`src/rtl/parity_pkg.sv`:
```
// rtl/parity_pkg.sv - shared state/entry types and parity helper for the parity stages
package parity_pkg;

  localparam int DEFAULT_DATA_W = 32;
  // Widest word the parity helper accepts; narrower words are zero-extended,
  // which leaves the XOR-reduce unchanged.
  localparam int PARITY_MAX_W = 64;

  typedef enum logic {
    RUN  = 1'b0,
    HALT = 1'b1
  } state_t;

  // Buffer entry layout at the default data width.
  typedef struct packed {
    logic [DEFAULT_DATA_W-1:0] data;
    logic                      err;
  } parity_entry_t;

  // Even parity is the XOR-reduce of the data; odd parity is its inverse.
  function automatic logic calc_parity(input logic [PARITY_MAX_W-1:0] data, input logic odd);
    return (^data) ^ odd;
  endfunction

endpackage

```
`src/rtl/parity_check_stage_if.sv`:
```
// rtl/parity_check_stage_if.sv - input/output word handshakes of the parity check stage
interface parity_check_stage_if
  import parity_pkg::*;
#(
  parameter int DATA_W = DEFAULT_DATA_W
);
  logic              in_valid;
  logic              in_ready;
  logic [DATA_W-1:0] in_data;
  logic              in_parity;
  logic              out_valid;
  logic              out_ready;
  logic [DATA_W-1:0] out_data;
  logic              out_err;

  modport master (
    output in_valid, in_data, in_parity, out_ready,
    input  in_ready, out_valid, out_data, out_err
  );

  modport slave (
    input  in_valid, in_data, in_parity, out_ready,
    output in_ready, out_valid, out_data, out_err
  );
endinterface

```
`src/rtl/parity_skid_fifo.sv`:
```
// rtl/parity_skid_fifo.sv - 2-entry valid/ready buffer, head entry always on pop_data
module parity_skid_fifo #(
  parameter int W = 33
) (
  input  logic         clk,
  input  logic         rst,
  input  logic         push_valid,
  output logic         push_ready,
  input  logic [W-1:0] push_data,
  output logic         pop_valid,
  input  logic         pop_ready,
  output logic [W-1:0] pop_data
);
  logic [W-1:0] head_q, head_d;
  logic [W-1:0] tail_q, tail_d;
  logic [1:0]   cnt_q, cnt_d;
  logic         push, pop;

  // push_ready depends only on occupancy, so there is no path from pop_ready
  assign push_ready = (cnt_q != 2'd2);
  assign pop_valid  = (cnt_q != 2'd0);
  assign pop_data   = head_q;
  assign push       = push_valid && push_ready;
  assign pop        = pop_valid && pop_ready;

  // Next head/tail/occupancy; push+pop only happens at occupancy 1, new word becomes head
  always_comb begin
    head_d = head_q;
    tail_d = tail_q;
    cnt_d  = cnt_q;
    unique case ({push, pop})
      2'b10: begin
        if (cnt_q == 2'd0) head_d = push_data;
        else               tail_d = push_data;
        cnt_d = cnt_q + 2'd1;
      end
      2'b01: begin
        head_d = tail_q;
        cnt_d  = cnt_q - 2'd1;
      end
      2'b11: head_d = push_data;
      default: ;
    endcase
  end

  // Buffer registers; reset discards any stored words
  always_ff @(posedge clk or posedge rst) begin
    if (rst) begin
      head_q <= '0;
      tail_q <= '0;
      cnt_q  <= 2'd0;
    end else begin
      head_q <= head_d;
      tail_q <= tail_d;
      cnt_q  <= cnt_d;
    end
  end
endmodule

```
`src/rtl/parity_check_stage.sv`:
```
// rtl/parity_check_stage.sv - parity check with error tagging, sticky error/halt, optional PARITY_ERR_CNT_EN error counter
module parity_check_stage
  import parity_pkg::*;
#(
  parameter int DATA_W      = DEFAULT_DATA_W,
  parameter int ODD         = 0,
  parameter int HALT_ON_ERR = 1
`ifdef PARITY_ERR_CNT_EN
  , parameter int CNT_W     = 8
`endif
) (
  input  logic                  clk,
  input  logic                  rst,
  parity_check_stage_if.slave   bus,
  input  logic                  clr_err,
  output logic                  err_sticky,
  output logic                  halted
`ifdef PARITY_ERR_CNT_EN
  , output logic [CNT_W-1:0]    err_count
`endif
);
  // Entry stored in the buffer at this instance's data width (DATA_W up to PARITY_MAX_W)
  typedef struct packed {
    logic [DATA_W-1:0] data;
    logic              err;
  } word_t;

  state_t                  state_q, state_d;
  logic                    sticky_q, sticky_d;
  logic                    run, acc, word_err, fifo_push_ready;
  logic [PARITY_MAX_W-1:0] data_ext;
  word_t                   push_word, pop_word;

  assign run          = (state_q == RUN);
  assign bus.in_ready = fifo_push_ready && run;
  assign acc          = bus.in_valid && bus.in_ready;
  assign data_ext     = PARITY_MAX_W'(bus.in_data);
  assign word_err     = (calc_parity(data_ext, ODD != 0) != bus.in_parity);
  assign push_word    = '{data: bus.in_data, err: word_err};

  parity_skid_fifo #(
    .W($bits(word_t))
  ) u_fifo (
    .clk        (clk),
    .rst        (rst),
    .push_valid (bus.in_valid && run),
    .push_ready (fifo_push_ready),
    .push_data  (push_word),
    .pop_valid  (bus.out_valid),
    .pop_ready  (bus.out_ready),
    .pop_data   (pop_word)
  );

  assign bus.out_data = pop_word.data;
  assign bus.out_err  = pop_word.err;
  assign err_sticky   = sticky_q;
  assign halted       = (state_q == HALT);

  // Next state and sticky flag; an erroneous accept wins over a same-cycle clear
  always_comb begin
    state_d  = state_q;
    sticky_d = sticky_q;
    if (clr_err)         sticky_d = 1'b0;
    if (acc && word_err) sticky_d = 1'b1;
    unique case (state_q)
      RUN:  if (acc && word_err && (HALT_ON_ERR != 0)) state_d = HALT;
      HALT: if (clr_err) state_d = RUN;
      default: state_d = RUN;
    endcase
  end

  // FSM and sticky error registers
  always_ff @(posedge clk or posedge rst) begin
    if (rst) begin
      state_q  <= RUN;
      sticky_q <= 1'b0;
    end else begin
      state_q  <= state_d;
      sticky_q <= sticky_d;
    end
  end

`ifdef PARITY_ERR_CNT_EN
  logic [CNT_W-1:0] cnt_q, cnt_d;

  // Saturating error count; clear then increment gives 1 on a same-cycle error
  always_comb begin
    cnt_d = cnt_q;
    if (clr_err) cnt_d = '0;
    if (acc && word_err && (cnt_d != '1)) cnt_d = cnt_d + CNT_W'(1);
  end

  // Error counter register
  always_ff @(posedge clk or posedge rst) begin
    if (rst) cnt_q <= '0;
    else     cnt_q <= cnt_d;
  end

  assign err_count = cnt_q;
`endif
endmodule

```
`src/flat_wrapper.sv`:
```
// flat-port wrapper written by rule: the top's interface ports become plain ports
module parity_check_stage_flat import parity_pkg::*;
#(
  parameter int DATA_W      = DEFAULT_DATA_W,
  parameter int ODD         = 0,
  parameter int HALT_ON_ERR = 1

)
  (clk, rst, clr_err, err_sticky, halted, bus_in_valid, bus_in_data, bus_in_parity, bus_out_ready, bus_in_ready, bus_out_valid, bus_out_data, bus_out_err);
  parity_check_stage_if #(.DATA_W(DATA_W)) bus_i ();
  input  logic clk;
  input  logic rst;
  input  logic clr_err;
  output logic err_sticky;
  output logic halted;
  input wire logic [$bits(bus_i.in_valid)-1:0] bus_in_valid;
  input wire logic [$bits(bus_i.in_data)-1:0] bus_in_data;
  input wire logic [$bits(bus_i.in_parity)-1:0] bus_in_parity;
  input wire logic [$bits(bus_i.out_ready)-1:0] bus_out_ready;
  output wire logic [$bits(bus_i.in_ready)-1:0] bus_in_ready;
  output wire logic [$bits(bus_i.out_valid)-1:0] bus_out_valid;
  output wire logic [$bits(bus_i.out_data)-1:0] bus_out_data;
  output wire logic [$bits(bus_i.out_err)-1:0] bus_out_err;
  assign bus_i.in_valid = bus_in_valid;
  assign bus_i.in_data = bus_in_data;
  assign bus_i.in_parity = bus_in_parity;
  assign bus_i.out_ready = bus_out_ready;
  assign bus_in_ready = bus_i.in_ready;
  assign bus_out_valid = bus_i.out_valid;
  assign bus_out_data = bus_i.out_data;
  assign bus_out_err = bus_i.out_err;
  parity_check_stage #(.DATA_W(DATA_W), .ODD(ODD), .HALT_ON_ERR(HALT_ON_ERR)) u_core (.clk(clk), .rst(rst), .bus(bus_i), .clr_err(clr_err), .err_sticky(err_sticky), .halted(halted));
endmodule
```
`config.mk`:
```
export PLATFORM = sky130hd
export DESIGN_NAME = parity_check_stage_flat
export DESIGN_NICKNAME = d
export VERILOG_FILES = /design/src/rtl/parity_pkg.sv /design/src/rtl/parity_check_stage_if.sv /design/src/rtl/parity_skid_fifo.sv /design/src/rtl/parity_check_stage.sv /design/src/flat_wrapper.sv
export SDC_FILE = /design/constraint.sdc
export NUM_CORES = 1
export LEC_CHECK = 0
export BUFFER_PORTS_ARGS = -buffer_cell sky130_fd_sc_hd__buf_2
export CAP_MARGIN = 20
export CORE_MARGIN = 1
export CORE_UTILIZATION = 54
export DETAILED_ROUTE_END_ITERATION = 8
export PLACE_DENSITY = 0.78
export SETUP_SLACK_MARGIN = 0.3
export SYNTH_ARGS = -nofsm -noshare
export SYNTH_HDL_FRONTEND = slang
export SYNTH_HIERARCHICAL = 1
export SYNTH_SLANG_ARGS = --single-unit
```
`constraint.sdc`:
```
create_clock -name clk -period 2.72 [get_ports clk]
set_clock_uncertainty 0.2 [all_clocks]
set_input_delay 0.544 -clock clk [delete_from_list [all_inputs] [get_ports clk]]
set_output_delay 0.544 -clock clk [all_outputs]
set_load 0.05 [all_outputs]
```
## Word level (Yosys, flattened, before mapping)

Index checks and enable logic that the tools add are counted.

| cells by class | value |
|---|---|
| add/subtract/negate cells | 2 |
| equality and inequality tests | 6 |
| reductions and logical operators | 14 |
| multiplexer cells | 8 |
| bitwise operators | 2 |

Operators by type and width:

| cell | number |
|---|---|
| $pmux W33 S3 | 1 |
| $reduce_xor A64 Y1 | 1 |
| $mux W33 | 1 |
| $logic_and A1 B1 Y1 | 6 |
| $reduce_bool A2 Y1 | 3 |
| $eq A2 B2 Y1 const B | 2 |
| $mux W1 | 4 |
| $ne A2 B2 Y1 const B | 2 |
| $pmux W2 S2 | 1 |
| $reduce_and A2 Y1 | 2 |
| $reduce_bool A3 Y1 | 1 |
| $add A2 B1 Y2 const B | 1 |
| $eq A2 B1 Y1 const B | 1 |
| $logic_not A2 Y1 | 1 |
| $not A1 Y1 | 2 |
| $pmux W1 S2 | 1 |
| $sub A2 B1 Y2 const B | 1 |
| $ne A1 B1 Y1 | 1 |

| storage, ports and cells | value |
|---|---|
| output and inout port bits | 37 |
| register bits | 70 |
| logic and storage cells | 37 |
| input port bits | 38 |

## Longest topological paths before layout

Gate-level depths: netlist of the first run.

| logic depth | value |
|---|---|
| depth after elaboration | 6 |
| gate-level depth with buffers | 10 |
| depth with buffers taken out | 8 |

## Cells and area by module

Netlist of the first run, hierarchy kept.

By module, submodules not included:

| module | area each (um2) | cells each | times used | seq. area each (um2) |
|---|---|---|---|---|
| parity_skid_fifo | 3000.4 | 193 | 1 | 1701.6 |
| parity_check_stage | 397.9 | 42 | 1 | 50.0 |

## Worst setup path after synthesis of the first run

OpenSTA, ideal clock, no wires.

| path | value |
|---|---|
| kind | input -> register |
| start point | in bus_in_data[27] |
| end point | reg u_core.u_fifo.head_q[0], in the netlist u_core/u_fifo/pop_data[0] |
| data arrival time | 2198 ps |
| buffers on the path | 0 |
| cell stages on the path | 8 |
| setup time | 125 ps |
| setup slack | 197 ps |
| required time | 2395 ps |
| path through | xor2_1 > xnor2_1 > xnor2_1 > xnor3_1 > xnor2_1 > inv_1 > mux2_2 > mux2_2 |

| on the way | value |
|---|---|
| cells in the longest elaborated chain, start to end | 4 |

Ends and longest elaborated chain:

| item | line | text |
|---|---|---|
| start, declared | flat_wrapper.sv:17 | `input wire logic [$bits(bus_i.in_data)-1:0] bus_in_data;` |
| $reduce_xor A64 Y1 * | parity_pkg.sv:22 | `return (^data) ^ odd;` |
| $ne A1 B1 Y1 * | parity_check_stage.sv:38 | `assign word_err = (calc_parity(data_ext, ODD != 0) != bus.in_parity);` |
| named net u_core.word_err | parity_check_stage.sv:30 | `logic run, acc, word_err, fifo_push_ready;` |
| $mux W33 | parity_skid_fifo.sv:33 | `if (cnt_q == 2'd0) head_d = push_data;` |
| $pmux W33 S3 * | parity_skid_fifo.sv:31 | `unique case ({push, pop})` |
| end signal, assigned | parity_skid_fifo.sv:49 | `head_q <= '0;` |
| end signal, assigned | parity_skid_fifo.sv:53 | `head_q <= head_d;` |
| end, declared | parity_skid_fifo.sv:14 | `logic [W-1:0] head_q, head_d;` |

The timed path passes the listed nets; every way through them passes the cells marked *. The select of a mux whose other input is x is not followed.
A chain may end at the register's enable or synchronous reset.

## Worst setup path in the final report of the first run

Same ends and word-level chain as after synthesis.

==> results.md, run 1 <==
Place:
- The last weighted congestion value of the routability-driven placer is 0.696.
- Summed over all nets, the half-perimeter wirelength after detailed placement is 4050 µm.
- The count of buffers added on input and output ports is 74.

Clock network:
- TritonCTS built the clock tree.
- The number of sinks driven by the clock tree is 70.
- The number of clock buffers added by TritonCTS is 9.
- The root buffer cell is sky130_fd_sc_hd__clkbuf_8.
- The number of buffers added for setup after CTS is 0.
- The later pin in the worst-skew pair is clocked with a latency of 0.32 ns.
- In this run the number of H-tree levels came out at 3.
- The post-CTS clock slew at the launch and capture registers of the worst setup and hold paths is 0.07 ns.
- The maximum clock path buffer count is 2.

STA:
- The final count of hold timing violations is 0.
- The highest achievable clock rate is 425 MHz.
- In the finished design, the share of the clock period the worst path needs comes to 0.865.
- The final setup violation count is 0.
- Final hold analysis gives a worst-case slack of 0.218 ns.
- The slew of the pin with the lowest slew margin is 0.453 ns.
- The post-layout minimum cycle time is 2.35 ns.
- Summed over all failing endpoints, the final setup total negative slack is 0 ns.
- The number of max-slew violations in the final report was 0.
- Setup repair after global routing left no endpoint under its margin.
- In this run the tightest slew margin relative to its limit is 0.696.

Route:
- Detailed routing placed a total of 255 µm of wire on met3.
- The final route contains 2043 vias.
- Dividing the detail-routed wire length by the instance count gives 15.2 µm.
- The number of DRC markers after the initial detailed-route iteration is 51.
- The ratio of routed vias to standard cells is 5.16.
- The detailed-route DRC error count is 0.
- The highest layer touched by signal routing is met4.
- The met2 routed wirelength is 2990 µm.
- The met1 wire length is 2710 µm.
- The final wirelength is 6010 µm.
- Before antenna repair, the detailed router went through 4 iterations.
- The detail route stage leaves a number of antenna-violating nets equal to 0.

Yosys:
- The number of nets in the synthesized netlist is 275.
- The warning count from the yosys run is 6.
- The mean area per synthesized cell is 14.5 µm².
- The xor and xnor fraction of the mapped netlist area is 0.0972.
- In the synthesized netlist the async set-or-reset flop fraction comes to 1.00.
- The fraction of synthesized area in multiplexers is 0.328.
- By area, the combinational part of the netlist is dominated by multiplexers.
- The simple-gate share of the synthesized area is 0.0151.
- The most used flip-flop cell after synthesis is sky130_fd_sc_hd__dfrtp_1.
- The synthesized netlist contains 21 unique library cells.
- The share of the Yosys chip area taken by registers is 0.515.
- The flop and latch count out of synthesis is 70.
- The number of flops mapped to enable cells by yosys is 0.
- The area fraction in compound gates after synthesis is 0.00847.
- The synthesized-area fraction occupied by adder cells is 0.00736.
- After synthesis the cells add up to 3400 µm².
- The number of standard cells after synthesis is 235.

Flow run:
- Across the run, the number of max-cap violations was 0.

Power and ir drop:
- IR analysis of the VDD net gives a maximum drop of 1.01 mV.
- The static leakage power is 0.00187 µW.
- Total power for the finished layout comes to 5700 µW.
- The total power divided by cell area is 1380 nW/µm².

Floorplanning:
- The overall die width is 81.3 µm.
- The area of the core region is 5990 µm².
- The row count is 28.
- The die outline height is 81.3 µm.
- The overall die area is 6610 µm².
- Pin placement for this block handled 75 I/O pins.
- The starting density of the core is 0.567.

Critical path:
- The critical path is of the in2reg type.
- The kind of capture point of the worst setup path is a flop.
- At the worst endpoint, the arrival time is 2.37 ns.
- STA classifies the critical path startpoint as an input pin.
- At the worst endpoint, the required time is 2.74 ns.
- Of all nets on the critical path, the largest fanout is 3.

Final layout:
- At the end of the flow, the number of nets in the layout was 356.
- Measured on the finished design, the core utilization comes to 0.690.
- The final-layout fill cell count is 458.
- The share of post-route cells with drive strength above 1 is 0.629.
- 0 antenna diodes ended up in the layout.
- The area growth from synthesis to layout is 21.6%.

Outcome:
- The flow ran to the end, and the final reports show no timing, DRC or antenna violations.

Worst hold path:
- The class of the most critical hold timing path is in2reg.

Global route:
- The total congestion overflow after global routing is 0.
- Entering global routing, the biggest net connects 50 pins.
- The first global-routing pass estimated 9570 µm of wire.
- The number of global-route vias before repair came to 2082.
- The global-route total usage across every layer is 0.198.
- The initial antenna violation count was 0.
==> sequential cells by signal (all words and copies together) (netlist names) <==
| name | flops |
|---|---|
| u_core/u_fifo/cnt_q | 2 |
| u_core/u_fifo/tail_q | 33 |
| u_core/halted | 1 |
| u_core/err_sticky | 1 |
| u_core/u_fifo/pop_data | 33 |
==> report_power, final <==
group,switching [µW],internal [µW],total [µW]
logic,1780,1240,3020
registers,258,1580,1840
clock network,364,473,837
==> cell usage in the layout, fill, tap and decap left out, types with 2 or more instances in the layout <==
cell type                    instances
sky130_fd_sc_hd__nor2b_1             2
sky130_fd_sc_hd__mux2_1              3
sky130_fd_sc_hd__mux2_2             96
sky130_fd_sc_hd__dfrtp_1            69
sky130_fd_sc_hd__buf_12              4
sky130_fd_sc_hd__clkbuf_1            2
sky130_fd_sc_hd__clkbuf_8           11
sky130_fd_sc_hd__nand2_1             3
sky130_fd_sc_hd__o22ai_1             2
sky130_fd_sc_hd__clkinvlp_4          2
sky130_fd_sc_hd__xnor2_1            23
sky130_fd_sc_hd__inv_1               5
sky130_fd_sc_hd__xor2_1              5
sky130_fd_sc_hd__xnor2_2             4
sky130_fd_sc_hd__buf_2              74
sky130_fd_sc_hd__inv_2               2
==> final timing paths <==
path | start | to | slack, ns | cells after the start
max | bus_in_data[27] | u_core/u_fifo/pop_data[0]$_DFFE_PP0P_ | 0.37 | 9
min | clr_err | u_core/err_sticky$_DFFE_PP0P_ | 0.22 | 2
max reg2reg | u_core/u_fifo/cnt_q[0]$_DFFE_PP0P_ | u_core/u_fifo/pop_data[16]$_DFFE_PP0P_ | 0.56 | 6
min reg2reg | u_core/u_fifo/pop_data[22]$_DFFE_PP0P_ | u_core/u_fifo/pop_data[22]$_DFFE_PP0P_ | 0.29 | 1
max in group asynchronous | rst | u_core/u_fifo/tail_q[23]$_DFFE_PP0P_ | 1.14 | 4
min in group asynchronous | rst | u_core/err_sticky$_DFFE_PP0P_ | 0.45 | 3
==> cell usage after synthesis, types with 2 or more instances <==
library cell,number,share of area
sky130_fd_sc_hd__ha_1,2,0.0074
sky130_fd_sc_hd__buf_2,5,0.0074
sky130_fd_sc_hd__mux2_1,3,0.0099
sky130_fd_sc_hd__mux2_2,96,0.32
sky130_fd_sc_hd__clkbuf_1,2,0.0022
sky130_fd_sc_hd__nand2_1,3,0.0033
sky130_fd_sc_hd__o22ai_1,2,0.0037
sky130_fd_sc_hd__xor2_1,5,0.013
sky130_fd_sc_hd__inv_2,2,0.0022
sky130_fd_sc_hd__xnor2_1,27,0.070
sky130_fd_sc_hd__inv_1,6,0.0066
sky130_fd_sc_hd__buf_6,3,0.0099
sky130_fd_sc_hd__dfrtp_1,70,0.52
sky130_fd_sc_hd__nor2b_1,2,0.0037
==> cells by family after synthesis <==
logic type	after synthesis
AO/OA/AOI/OAI	3
XOR/XNOR	34
adder cells (fa/ha/maj)	2
buffers and inverters	18
flip-flops	70
multiplexers	99
AND/OR/NAND/NOR	9
==> worst max-delay path: stages <==
cell                      delay, ns
sky130_fd_sc_hd__buf_2         0.12
sky130_fd_sc_hd__xor2_1        0.17
sky130_fd_sc_hd__xnor2_1       0.20
sky130_fd_sc_hd__xnor2_1       0.18
sky130_fd_sc_hd__xnor3_1       0.39
sky130_fd_sc_hd__xnor2_2       0.18
sky130_fd_sc_hd__inv_1         0.08
sky130_fd_sc_hd__mux2_2        0.26
sky130_fd_sc_hd__mux2_2        0.25
==> per-layer routing <==
layer	track usage	up-vias
li1	-	978
met1	0.238	1008
met2	0.329	51
met3	0.0539	6
met4	0.0875	0
met5	0	-
==> layout make-up <==
class	instances	area, µm²	share of cell area
clock inverter	3	42.5	0.0103
clock buffer	13	159	0.0384
timing repair buffer	80	468	0.113
sequential	70	1750	0.424
multi-input combinational	147	1580	0.383
inverter	8	33.8	0.00817
tap	75	93.8	0.0227
==> metrics by stage <==
stage	setup slack [ns]	instance area, µm²	instances
2_1_floorplan	0.273	3430	235
3_3_place_gp	0.0783	3910	379
3_5_place_dp	0.0239	3910	379
4_1_cts	0.372	4130	396
5_1_grt	0.296	4130	396
6_report	0.366	4130	396
==> repair_timing <==
action,4_1_cts,5_1_grt
setup endpoints to repair,0,1
hold buffers,1,0
hold endpoints to repair,2,0
gates resized for setup,0,1
(Power assumes the default switching activity.)
==> inputs of run 2 (changes only) <==
- CORE_UTILIZATION: 54 -> 50
- PLACE_DENSITY: 0.78 -> 0.73
==> run 2 against run 1 <==
  * The flow now finishes with violations (design-rule violations)
  * Sequential share of layout area is 0.19 points lower
  * Via count about the same
  * Critical path depth did not move
  * Non-clock buffer count up 2
  * Register-to-register slack gained 0.04 ns
  * Utilization fell by 4.7 points
  * Largest cell class unchanged
  * Worst hold slack got worse by 0.031 ns
  * Critical path type unchanged
  * Global-route usage fell by 1.4 points
  * Count of clock-buffer cells in the layout fell by 4
  * Sequential cell count unchanged
==> results.md, run 2 (synthesis gave the netlist of run 1 again) <==
STA:
- For the pin with the worst max-slew slack, the measured transition is 0.464 ns.
- Dividing the final minimum period by the clock period gives 0.877.
- Setup repair after global routing could not meet its margin everywhere.
- The final setup TNS is 0 ns.
- The number of max-slew violations in the final report is 0.
- The post-layout minimum cycle time is 2.38 ns.
- The highest achievable clock rate is 419 MHz.
- Setup violations remaining at the end of the flow were counted as 0.
- The final count of hold timing violations is 0.
- The relative slew slack is 0.690.

Clock network:
- The clock reaches the later pin of the worst-skew pair after 0.34 ns.
- After clock tree synthesis, the clock-pin slew on the worst setup and hold paths is 0.08 ns.
- The tree built by TritonCTS fans out to 70 sinks.
- TritonCTS built the clock tree.
- The H-tree level count is 3.
- The total clock buffers created by CTS is 9.
- No sink is reached through more buffers than the 2 on the longest clock path.
- The number of buffers added for setup after CTS is 0.
- The tree is rooted in a sky130_fd_sc_hd__clkbuf_8.

Critical path:
- The worst setup path is launched from an input pin.
- Across all register-to-register paths, the minimum setup slack is 0.60 ns.
- The depth of the worst register-to-register path is 8.
- The highest-delay cell along the critical path is sky130_fd_sc_hd__xnor3_1.
- The worst setup path is captured at a flop.
- Data on the critical path arrives at its endpoint at 2.41 ns.
- The critical path goes through buf_2 > xor2_2 > xnor2_1 > xnor2_1 > xnor3_1 > xnor2_2 > inv_1 > mux2_2 > mux2_2.
- The required time of the worst setup path is 2.75 ns.
- The type of the setup path with the least slack is in2reg.
- Of all nets on the critical path, the largest fanout is 3.
- In this design, the stage delay of the slowest critical-path cell is 0.47 ns.

Route:
- The met2 routed wirelength is 2890 µm.
- After detailed routing, the number of remaining DRC violations is 9.
- The highest routing layer actually used is met4.
- In this run the remaining antenna-violating nets after routing total 0.
- Detailed routing placed a total of 319 µm of wire on met3.
- The met1 wire length is 2630 µm.
- The total number of vias is 2042.
- The ratio of routed vias to standard cells is 5.11.
- The final wirelength is 5960 µm.
- For this block, the initial DRC count from the detailed router was 49.
- The routed length per placed instance is 14.9 µm.
- The first detailed-routing pass took 8 iterations.

Floorplanning:
- The area of the core region is 6460 µm².
- The overall die width is 84.4 µm.
- The die covers 7130 µm².
- The die is 84.4 µm tall.
- For this configuration, the core starts out at a cell density of 0.526.
- The row count is 29.
- In this run the count of I/O pins placed on the die edge is 75.

Place:
- Summed over all nets, the half-perimeter wirelength after detailed placement is 4160 µm.
- Buffers placed on the I/O ports in this run total 74.
- The placed instances occupy a cell area of 3910 µm².
- The congestion estimate from routability-driven global placement came to 0.722.

Global route:
- The largest net degree at the start of global routing is 50.
- The global-route total usage across every layer is 0.184.
- The wire length of the first global-routing pass is 9960 µm.
- The initial antenna violation count is 0.
- The total congestion overflow after global routing is 0.
- The number of global-route vias before repair was 2057.

Outcome:
- The flow ran to the end, but the final reports show violations.
- The final reports fail on design-rule violations.

Power and ir drop:
- For this design the static power due to leakage is 0.00189 µW.
- The largest vdd supply drop is 0.645 mV.
- Dividing total power by cell area gives a power density of 1380 nW/µm².

Final layout:
- The share of post-route cells with drive strength above 1 is 0.644.
- The post-route cell area is 4150 µm².
- The repair_antennas step left the layout with diodes totalling 0.
- The area growth from synthesis to layout is 22.2%.
- The library cell used most frequently in the layout, excluding fill and tap cells, is sky130_fd_sc_hd__mux2_2.
- At the end of the flow, the number of nets in the layout was 358.
- After filler insertion, the fill cell instance count of the layout stands at 503.
- In the layout the commonest cells are sky130_fd_sc_hd__mux2_2 (96), sky130_fd_sc_hd__buf_2 (74), sky130_fd_sc_hd__dfrtp_1 (69).

Flow run:
- Max-cap violations in this run came to 0.

Worst hold path:
- The class of the most critical hold timing path is in2reg.
- Along the worst hold path, the cell count comes to 2.
## run 2: repair_timing
item	in CTS	in global routing
hold buffers	1	0
endpoints found under the setup margin	0	1
endpoints found under the hold margin	2	0
gates resized for setup	0	3
## run 2: worst paths after layout
path	from	to
setup reg to reg	u_core/u_fifo/cnt_q[0]$_DFFE_PP0P_	u_core/u_fifo/pop_data[29]$_DFFE_PP0P_
setup / recovery	bus_in_data[27]	u_core/u_fifo/pop_data[0]$_DFFE_PP0P_
hold / removal	clr_err	u_core/halted$_DFF_PP0_
hold reg to reg	u_core/u_fifo/pop_data[16]$_DFFE_PP0P_	u_core/u_fifo/pop_data[16]$_DFFE_PP0P_
max in group asynchronous	rst	u_core/u_fifo/cnt_q[0]$_DFFE_PP0P_
min in group asynchronous	rst	u_core/halted$_DFF_PP0_
## run 2: cell type report
type | count | area (µm²) | share of cell area
clock inverters | 7 | 88.8 | 0.0214
multi-input cells | 147 | 1600 | 0.385
clock buffers | 9 | 124 | 0.0298
repair buffers | 82 | 458 | 0.110
flip-flops and latches | 70 | 1750 | 0.422
well taps | 77 | 96.3 | 0.0232
inverters | 8 | 33.8 | 0.00814
## run 2: layer usage
| metal | global-route usage | vias to the layer above |
|---|---|---|
| met3 | 0.0492 | 9 |
| met1 | 0.229 | 1008 |
| met2 | 0.300 | 49 |
| met5 | 0 | - |
| li1 | - | 976 |
| met4 | 0.0878 | 0 |
## run 2: report_power, final
group          internal [µW]  switching [µW]  total [µW]
Combinational           1230            1770        2990
Clock                    511             382         893
Sequential              1580             250        1830
## run 2: worst max-delay path, delay by kind of cell
| kind | cells | cell delay (ns) |
|---|---|---|
| xor+xnor | 5 | 1.17 |
| buf+inv | 2 | 0.20 |
| mux | 2 | 0.50 |
## run 2: through the flow
stage	std cells	hold WS [ns]	util	power [µW]	setup slack [ns]
final	400	0.187	0.643	5720	0.336
after global placement	383	0.223	0.605	4800	0.0770
after floorplan	235	0.0851	-	4230	0.273
after detailed placement	383	0.228	0.605	4880	0.0352
after global routing	400	0.176	0.643	6050	0.292
after CTS	400	0.171	0.639	5800	0.346
==> inputs of run 3 (changes only) <==
- RECOVER_POWER: not set -> 25
- REMOVE_ABC_BUFFERS: not set -> 1
==> run 3 against run 2 <==
  * The flow still finishes with violations (design-rule violations)
  * Routed wire length shrank 0.45%
  * Fmax grew 1.9%
  * Die area is the same
  * Combinational power grew 2%
  * Register-to-register slack lost 0.06 ns
  * Utilization is essentially flat
  * Global-route usage grew 0.17 points
  * Final cell count grew 0.25%
  * Setup slack gained 0.044 ns
  * Highest routed layer unchanged
==> results.md, run 3 (synthesis gave the netlist of run 1 again) <==
Clock network:
- The maximum clock path buffer count is 2.
- TritonCTS built the clock tree.
- For this design, the sink count on the clock tree is 70.
- The clock network latency to the later pin of the worst-skew pair is 0.34 ns.
- The H-tree was split into 3 levels.
- Clock-pin slew was measured on the worst setup and hold paths at 0.07 ns.
- The tree is rooted in a sky130_fd_sc_hd__clkbuf_8.
- The total clock buffers created by CTS is 9.

Outcome:
- The final reports fail on design-rule violations.
- The flow ran to the end, but the final reports show violations.

Final layout:
- The share of post-route cells with drive strength above 1 is 0.617.
- At the end of the flow, the number of nets in the layout was 359.
- Leaving out fill and tap cells, the most frequent cell in the layout is sky130_fd_sc_hd__mux2_2.
- The area growth from synthesis to layout is 22.1%.
- The total inserted antenna cells is 0.
- In the layout the commonest cells are sky130_fd_sc_hd__mux2_2 (96), sky130_fd_sc_hd__buf_2 (73), sky130_fd_sc_hd__dfrtp_1 (70).
- After the flow finishes, the layout carries non-filler instances totaling 401.
- Fill cells in the final layout number 516.

Route:
- After detailed routing, the number of vias per cell comes to 5.09.
- In the final routed layout, each cell accounts on average for 14.8 µm.
- The final wirelength is 5930 µm.
- After the first detailed-routing iteration, the DRC count stood at 67.
- The total iterations of the first detailed-routing run is 6.
- Summing over every cut layer, the via total after detailed routing is 2041.
- The detailed-route DRC error count is 11.
- The detail route stage leaves a number of antenna-violating nets equal to 0.

Power and ir drop:
- Dividing total power by cell area gives a power density of 1400 nW/µm².
- The clock share of power is 0.157.
- Across the VDD grid, the largest voltage drop is 0.618 mV.
- Of the total power, the share spent switching nets is 0.413.
- The combinational share of power is 0.526.
- The share of total power dissipated in sequential elements is 0.317.
- The switching power of the nets is 2390 µW.
- The static leakage power is 0.00189 µW.
- The internal power summed over all cells is 3400 µW.

Critical path:
- The highest net fanout along the worst path is 3.
- The type of the setup path with the least slack is in2reg.
- At the worst endpoint, the required time is 2.75 ns.
- The nature of the critical path startpoint is an input pin.
- STA classifies the critical path endpoint as a flop.
- The register-to-register path setup slack is 0.54 ns.
- The arrival time of data at the critical path endpoint is 2.37 ns.

Floorplanning:
- The starting density of the core is 0.526.
- The overall die area is 7130 µm².
- The I/O pin total is 75.
- The row count is 29.
- The core region is 6460 µm².
- The overall die width is 84.4 µm.
- The die outline height is 84.4 µm.

Place:
- The cell count after placement is 383.
- The last weighted congestion value of the routability-driven placer is 0.712.
- Once detailed placement completed, the half-perimeter wirelength came to 4100 µm.
- The count of buffers added on input and output ports is 74.

STA:
- At the pin with the least slew margin, the transition time is 0.827 ns.
- The final count of hold timing violations is 0.
- Setup violations remaining at the end of the flow were counted as 0.
- The worst path in the final design needs a cycle of 2.34 ns, including I/O delays and setup.
- The highest achievable clock rate is 427 MHz.
- The number of max-slew violations in the final report is 0.
- The ratio of final minimum period to clock period is 0.860.
- Setup repair after global routing left no endpoint under its margin.
- The relative slew slack is 0.448.
- The final setup TNS is 0 ns.

Global route:
- The total congestion overflow after global routing is 0.
- The first global-routing pass estimated 10000 µm of wire.
- The initial antenna violation count is 0.
- Entering global routing, the biggest net connects 50 pins.
- The global-route total usage across every layer is 0.186.
- The number of global-route vias before repair was 2118.

Worst hold path:
- The min-delay analysis places its worst path in the category in2reg.

Flow run:
- The number of maximum-capacitance violations is 0.
[run 3: what timing repair did]
item                                   4_1_cts  5_1_grt
hold buffers                                 1        0
endpoints found under the hold margin        2        0
setup endpoints to repair                    0        1
setup buffers                                0        1
gates resized for setup                      0        2
[run 3: area by class of cell]
cell class                 count  area (µm²)  area share
clock inverter                 4        70.1      0.0169
multi-input combinational    147        1570       0.378
sequential                    70        1750       0.422
clock buffer                  12         145      0.0350
timing repair buffer          83         489       0.118
tap                           77        96.3      0.0232
inverter                       8        30.0     0.00724
[run 3: worst max-delay path: stages]
cell and delay (ns):
sky130_fd_sc_hd__buf_2 0.12, sky130_fd_sc_hd__xnor2_1 0.18, sky130_fd_sc_hd__xnor2_1 0.16, sky130_fd_sc_hd__xnor2_1 0.18
sky130_fd_sc_hd__xnor3_1 0.47, sky130_fd_sc_hd__xnor2_2 0.16, sky130_fd_sc_hd__inv_1 0.07, sky130_fd_sc_hd__mux2_2 0.25
sky130_fd_sc_hd__mux2_2 0.25
[run 3: power groups by stage]
stage	Combinational (µW)	Clock (µW)	Sequential (µW)
after global routing	3240	984	1910
after CTS	3030	936	1840
after detailed placement	3020	0	1860
after global placement	2970	0	1830
final	3040	909	1840
after floorplan	1400	0	2740
[run 3: final timing paths]
| check | endpoint | from | depth (start not counted) |
|---|---|---|---|
| hold reg to reg | u_core/u_fifo/pop_data[29]$_DFFE_PP0P_ | u_core/u_fifo/pop_data[29]$_DFFE_PP0P_ | 1 |
| setup / recovery | u_core/u_fifo/pop_data[0]$_DFFE_PP0P_ | bus_in_data[12] | 9 |
| max in group asynchronous | u_core/u_fifo/tail_q[26]$_DFFE_PP0P_ | rst | 4 |
| setup reg to reg | u_core/u_fifo/pop_data[16]$_DFFE_PP0P_ | u_core/u_fifo/cnt_q[0]$_DFFE_PP0P_ | 8 |
| hold / removal | u_core/err_sticky$_DFFE_PP0P_ | clr_err | 2 |
| min in group asynchronous | u_core/halted$_DFF_PP0_ | rst | 3 |
[run 3: metrics by stage]
step                utilization  area (µm²)  hold WS, ns  setup slack [ns]  total power (µW)
floorplan                     -        3330       0.0852           -0.0725              4140
global placement          0.604        3900        0.211           0.00437              4800
detailed placement        0.604        3900        0.221           -0.0515              4880
CTS                       0.639        4130        0.177             0.320              5800
global route              0.643        4150        0.214             0.295              6130
finish                    0.643        4150        0.201             0.380              5790
[run 3: per-layer routing]
layer,up-vias,track usage,part of all wire
li1,979,-,-
met1,1000,0.239,0.47
met2,50,0.294,0.46
met3,12,0.0472,0.049
met4,0,0.0924,0.022
met5,-,0,0
